===== config.mk =====
export PLATFORM = sky130hd
export DESIGN_NAME = crc_job_scheduler
export DESIGN_NICKNAME = d
export VERILOG_FILES = /design/src/rtl/crc_sched_pkg.sv /design/src/rtl/rr_pick.sv /design/src/rtl/crc_job_scheduler.sv
export SDC_FILE = /design/constraint.sdc
export NUM_CORES = 1
export LEC_CHECK = 0
export ABC_AREA = 1
export BUFFER_PORTS_ARGS = -buffer_cell sky130_fd_sc_hd__clkbuf_2
export CAP_MARGIN = 20
export CORE_UTILIZATION = 54
export DETAILED_ROUTE_END_ITERATION = 8
export GPL_ROUTABILITY_DRIVEN = 0
export PLACE_DENSITY = 0.8
export SYNTH_ARGS = -nofsm -noshare
export SYNTH_HDL_FRONTEND = slang
export SYNTH_SLANG_ARGS = --single-unit

===== constraint.sdc =====
create_clock -name clock -period 2.2 [get_ports clock]
set_input_delay 0.44 -clock clock [delete_from_list [all_inputs] [get_ports clock]]
set_output_delay 0.44 -clock clock [all_outputs]
set_load 0.02 [all_outputs]

===== src/rtl/crc_sched_pkg.sv =====
// Shared types and defaults for the CRC job scheduler.
// The FSM state enum and kernel-facing parameter defaults live here.
package crc_sched_pkg;

  localparam int unsigned CrcWDefault       = 24;
  localparam int unsigned TimeoutCycDefault = 4096;

  typedef enum logic [2:0] {
    StIdle,
    StStart,
    StWaitDone,
    StResp,
    StHalt
  } state_e;

endpackage


===== src/rtl/rr_pick.sv =====
// Combinational round-robin picker: first set request bit searching upward
// from the requester after last_owner, wrapping modulo NUM_REQ.
module rr_pick #(
  parameter int unsigned NUM_REQ = 4,
  parameter int unsigned OWN_W   = 2
) (
  input  logic [NUM_REQ-1:0] req,
  input  logic [OWN_W-1:0]   last_owner,
  output logic [NUM_REQ-1:0] pick,
  output logic               found
);

  logic [OWN_W-1:0] idx;

  always_comb begin
    pick  = '0;
    found = 1'b0;
    idx   = '0;
    // Offsets 1..NUM_REQ visit every requester once, ending at last_owner itself.
    for (int unsigned i = 1; i <= NUM_REQ; i++) begin
      idx = OWN_W'((32'(last_owner) + i) % NUM_REQ);
      if (!found && req[idx]) begin
        pick[idx] = 1'b1;
        found     = 1'b1;
      end
    end
  end

endmodule


===== src/rtl/crc_job_scheduler.sv =====
// Shares one crc24a HLS kernel (ap_ctrl_hs) among NUM_REQ requesters with
// round-robin arbitration, a per-job timeout and a sticky halt on timeout.
module crc_job_scheduler
  import crc_sched_pkg::*;
#(
  parameter int unsigned NUM_REQ     = 4,
  parameter int unsigned CRC_W       = CrcWDefault,
  parameter int unsigned TIMEOUT_CYC = TimeoutCycDefault
) (
  input  logic               clock,
  input  logic               reset,
  input  logic [NUM_REQ-1:0] req,
  output logic [NUM_REQ-1:0] grant,
  output logic [NUM_REQ-1:0] resp_valid,
  output logic [CRC_W-1:0]   resp_crc,
  output logic               resp_timeout,
  output logic               ap_start,
  input  logic               ap_ready,
  input  logic               ap_done,
  input  logic [CRC_W-1:0]   ap_return,
  output logic               halted,
  output logic [15:0]        job_count
);

  localparam int unsigned OwnW = (NUM_REQ > 1) ? $clog2(NUM_REQ) : 1;
  localparam int unsigned TcW  = (TIMEOUT_CYC > 1) ? $clog2(TIMEOUT_CYC) : 1;

  state_e              state;
  logic [OwnW-1:0]     last_owner;
  logic [OwnW-1:0]     owner;
  logic [TcW-1:0]      tcnt;
  logic [NUM_REQ-1:0]  pick;
  logic                found;

  rr_pick #(
    .NUM_REQ (NUM_REQ),
    .OWN_W   (OwnW)
  ) u_rr_pick (
    .req        (req),
    .last_owner (last_owner),
    .pick       (pick),
    .found      (found)
  );

  // Index of the current owner, derived from the one-hot grant register.
  always_comb begin
    owner = '0;
    for (int unsigned i = 0; i < NUM_REQ; i++) begin
      if (grant[i]) owner = OwnW'(i);
    end
  end

  always_ff @(posedge clock) begin
    if (reset) begin
      state        <= StIdle;
      grant        <= '0;
      resp_valid   <= '0;
      resp_crc     <= '0;
      resp_timeout <= 1'b0;
      ap_start     <= 1'b0;
      halted       <= 1'b0;
      job_count    <= '0;
      last_owner   <= OwnW'(NUM_REQ - 1);
      tcnt         <= '0;
    end else begin
      case (state)
        StIdle: begin
          if (found) begin
            grant    <= pick;
            ap_start <= 1'b1;
            state    <= StStart;
          end
        end

        StStart: begin
          if (ap_ready) begin
            ap_start <= 1'b0;
            tcnt     <= '0;
            // A kernel that finishes in the accepting cycle skips WAIT_DONE.
            if (ap_done) begin
              resp_crc     <= ap_return;
              resp_timeout <= 1'b0;
              resp_valid   <= grant;
              state        <= StResp;
            end else begin
              state <= StWaitDone;
            end
          end
        end

        StWaitDone: begin
          if (ap_done) begin
            resp_crc     <= ap_return;
            resp_timeout <= 1'b0;
            resp_valid   <= grant;
            state        <= StResp;
          end else if (tcnt == TcW'(TIMEOUT_CYC - 1)) begin
            resp_crc     <= '0;
            resp_timeout <= 1'b1;
            resp_valid   <= grant;
            state        <= StResp;
          end else begin
            tcnt <= tcnt + TcW'(1);
          end
        end

        StResp: begin
          // resp_timeout doubles as the job's timeout flag during this cycle.
          resp_valid   <= '0;
          resp_timeout <= 1'b0;
          grant        <= '0;
          last_owner   <= owner;
          if (resp_timeout) begin
            halted <= 1'b1;
            state  <= StHalt;
          end else begin
            job_count <= job_count + 16'd1;
            state     <= StIdle;
          end
        end

        StHalt: begin
          grant    <= '0;
          ap_start <= 1'b0;
          halted   <= 1'b1;
        end

        default: state <= StIdle;
      endcase
    end
  end

endmodule


==> flow_metrics.tcl <==
set metrics [dict create \
    multi_input_area_sq_um 1830 \
    grt_use_met3_pct 8.85 \
    wl_per_cell_microns 11.9 \
    antenna_left 0 \
    port_buffers 82 \
    avgSynthCellArea_sq_um 7.19 \
    final-seq-area_sq_um 1360 \
    slowest_delay_ns 0.32 \
    grt_overflow 0 \
    grtUsageMet1_pct 28.8 \
    powerDensity_nw_per_um2 870 \
    worstSetupPathType "flop to flop" \
    synth_cell_types 34 \
    post-route-min-period_ns 1.92 \
    cts_setup_buffers 0 \
    layout_common_cells "nand2_1, clkbuf_2, dfxtp_1" \
    initial_core_util_pct 55.9 \
    slew_headroom_pct 67.3 \
    grt_pass1_vias 3064 \
    synth_ff_type "dfxtp_1" \
    nFillCells 572 \
    yosys_warnings 0 \
    wl_microns 7850 \
    die_area_sq_um 6870 \
    h-tree-depth 3 \
    slowest_stage "dfxtp_1" \
    syn_area_sq_um 3530 \
    crit_fanout 8 \
    finalSetupTns_ns 0 \
    status "completed" \
    met2_usage_pct 37.3 \
    grt_max_degree 25 \
    end_kind "flop" \
    synth-seq-cells 68 \
    cts_tree "yes" \
    gr-usage-all-layers_pct 23.3 \
    grt_pass1_wl_microns 13300 \
    hpwl_microns 5830 \
    worstMarginPinSlew_ns 0.485 \
    drcViolationCount 0 \
    die_w_microns 82.9 \
    timing.critical_path.required_ns 2.47 \
    setup_viol 0 \
    start_kind "flop" \
    drive_gt1_share_pct 27.7 \
    clockBufferDepth 2 \
    num_vias 3466 \
    hp-class "primary input to flop" \
    p_leak_nw 1.88 \
    fin_skew_ns 0.0144 \
    antenna_found_initial 0 \
    crit_arrival_ns 2.19 \
    fmax_mhz 520 \
    cts.sinks 68 \
    ys_seq_area_share_pct 38.6 \
    nNetsFinal 619 \
    num_rows 29 \
    syn_inst 491 \
    utilization_pct 66.5 \
    crit_chain "inv_1, ha_1, inv_1, nand3_2, nand2_4, nand2_2, nor2_4, nand3_2, nand2_2, nand2_1, a21oi_1" \
    area_growth_pct 18.9 \
    busiest_layer "met2" \
    clkTransAtPathRegs_ns 0.09 \
    async_reset_ff_share_pct 0 \
    cts_buffers 9 \
    ioPinCount 83 \
    vdd_drop_max_v 0.000632 \
    num_antenna_cells 0 \
    cts_hold_buf 0 \
    maxCapViolCount 0 \
    clk-insertion-delay-late_ns 0.35 \
    syn_nets 533 \
    hold_viol_final 0 \
    drt_iter0_markers 198 \
    cts-resized-gates 0 \
    firstDrtPassIters 5 \
    rsz0062_at_grt "false" \
    fp.dieH_microns 82.9 \
    timing.final.crit_share_pct 87.3 \
    viasPerCell 5.26 \
    clockRootBuffer "clkbuf_8" \
    slew_violations 0 \
    core-area_sq_um 6310 \
    layout_commonest_cell "nand2_1" \
    synth_edf_count 0 \
]
==> cell usage after synthesis, types with 2 or more instances <==
library cell | count | area (sq um)
nand2_4 | 3 | 33.8
dfxtp_1 | 68 | 1360
nand3_1 | 36 | 180
a21oi_1 | 43 | 215
nand3_2 | 5 | 50.1
inv_1 | 53 | 199
ha_1 | 10 | 125
nand2_1 | 83 | 312
buf_2 | 2 | 10.0
nand4_1 | 4 | 25.0
inv_4 | 2 | 12.5
o21ai_0 | 41 | 205
buf_4 | 2 | 15.0
buf_6 | 5 | 56.3
o21ai_1 | 6 | 30.0
clkbuf_1 | 6 | 22.5
nor2_1 | 61 | 229
nor2_2 | 4 | 25.0
nor3_1 | 11 | 55.1
inv_2 | 5 | 18.8
nor2_4 | 2 | 22.5
nand2_2 | 8 | 50.1
a21oi_2 | 20 | 175
==> sequential cells by signal (all words and copies together) (netlist names), 2 cells and up <==
name,cells
resp_crc,24
job_count,16
tcnt,12
grant,4
resp_valid,4
state,3
last_owner,2
==> path summary, 6_finish.rpt <==
path                            cells after the start     startpoint            end  slack, ns
worst min register to register                      2  resp_valid[0]  resp_valid[0]       0.47
worst min-delay path                                3   ap_return[8]    resp_crc[8]       0.31
worst max register to register                     11  last_owner[1]       grant[2]       0.28
worst max-delay path                               11  last_owner[1]       grant[2]       0.28
==> power breakdown <==
group / switching, mW / internal (mW) / total (mW)
sequential: 0.0985 / 1.40 / 1.49
clock: 0.514 / 0.531 / 1.05
combinational: 0.748 / 0.362 / 1.11
==> through the flow <==
step                hold WS [ns]  worst slack, ns  total power, mW  std cells  cell area [sq um]
finish                     0.312            0.279             3.65        659               4200
global route               0.296            0.140             3.87        659               4200
CTS                        0.305            0.290             3.67        659               4200
detailed placement         0.447            0.302             2.63        643               4000
global placement           0.443            0.439             2.60        643               4000
floorplan                  0.429            0.354             2.35        491               3530
==> logic make-up (layout without fill, tap and decap cells) <==
| kind of cell | Yosys count | in the layout | synth area share (%) |
|---|---|---|---|
| and+or+nand+nor | 224 | 224 | 30.0 |
| DFF | 68 | 68 | 38.6 |
| adders and majority gates | 10 | 10 | 3.54 |
| buffers and inverters | 76 | 167 | 9.57 |
| AOI/OAI and AO/OA | 113 | 113 | 18.3 |
==> cell type report <==
cell class              count  area share (%)
multi-input cells         347            43.6
flip-flops and latches     68            32.4
inverters                  60            5.49
clock inverters             7            1.79
repair buffers             91            11.4
well taps                  77            2.30
clock buffers               9            2.95
==> metal layers <==
layer | share of wire, % | vias up
met5 | 0 | -
met4 | 1.5 | 0
met3 | 7.2 | 11
met2 | 46 | 112
met1 | 45 | 1567
li1 | - | 1776
==> worst max-delay path: cells and delay by family, from the launching register on <==
kind / cells / cell delay [ns]
simple gates: 7 / 0.78
flops: 1 / 0.32
fa+ha+maj: 1 / 0.31
buf+inv: 2 / 0.30
compound gates: 1 / 0.15
No activity file was read; power rests on OpenSTA's default activity.
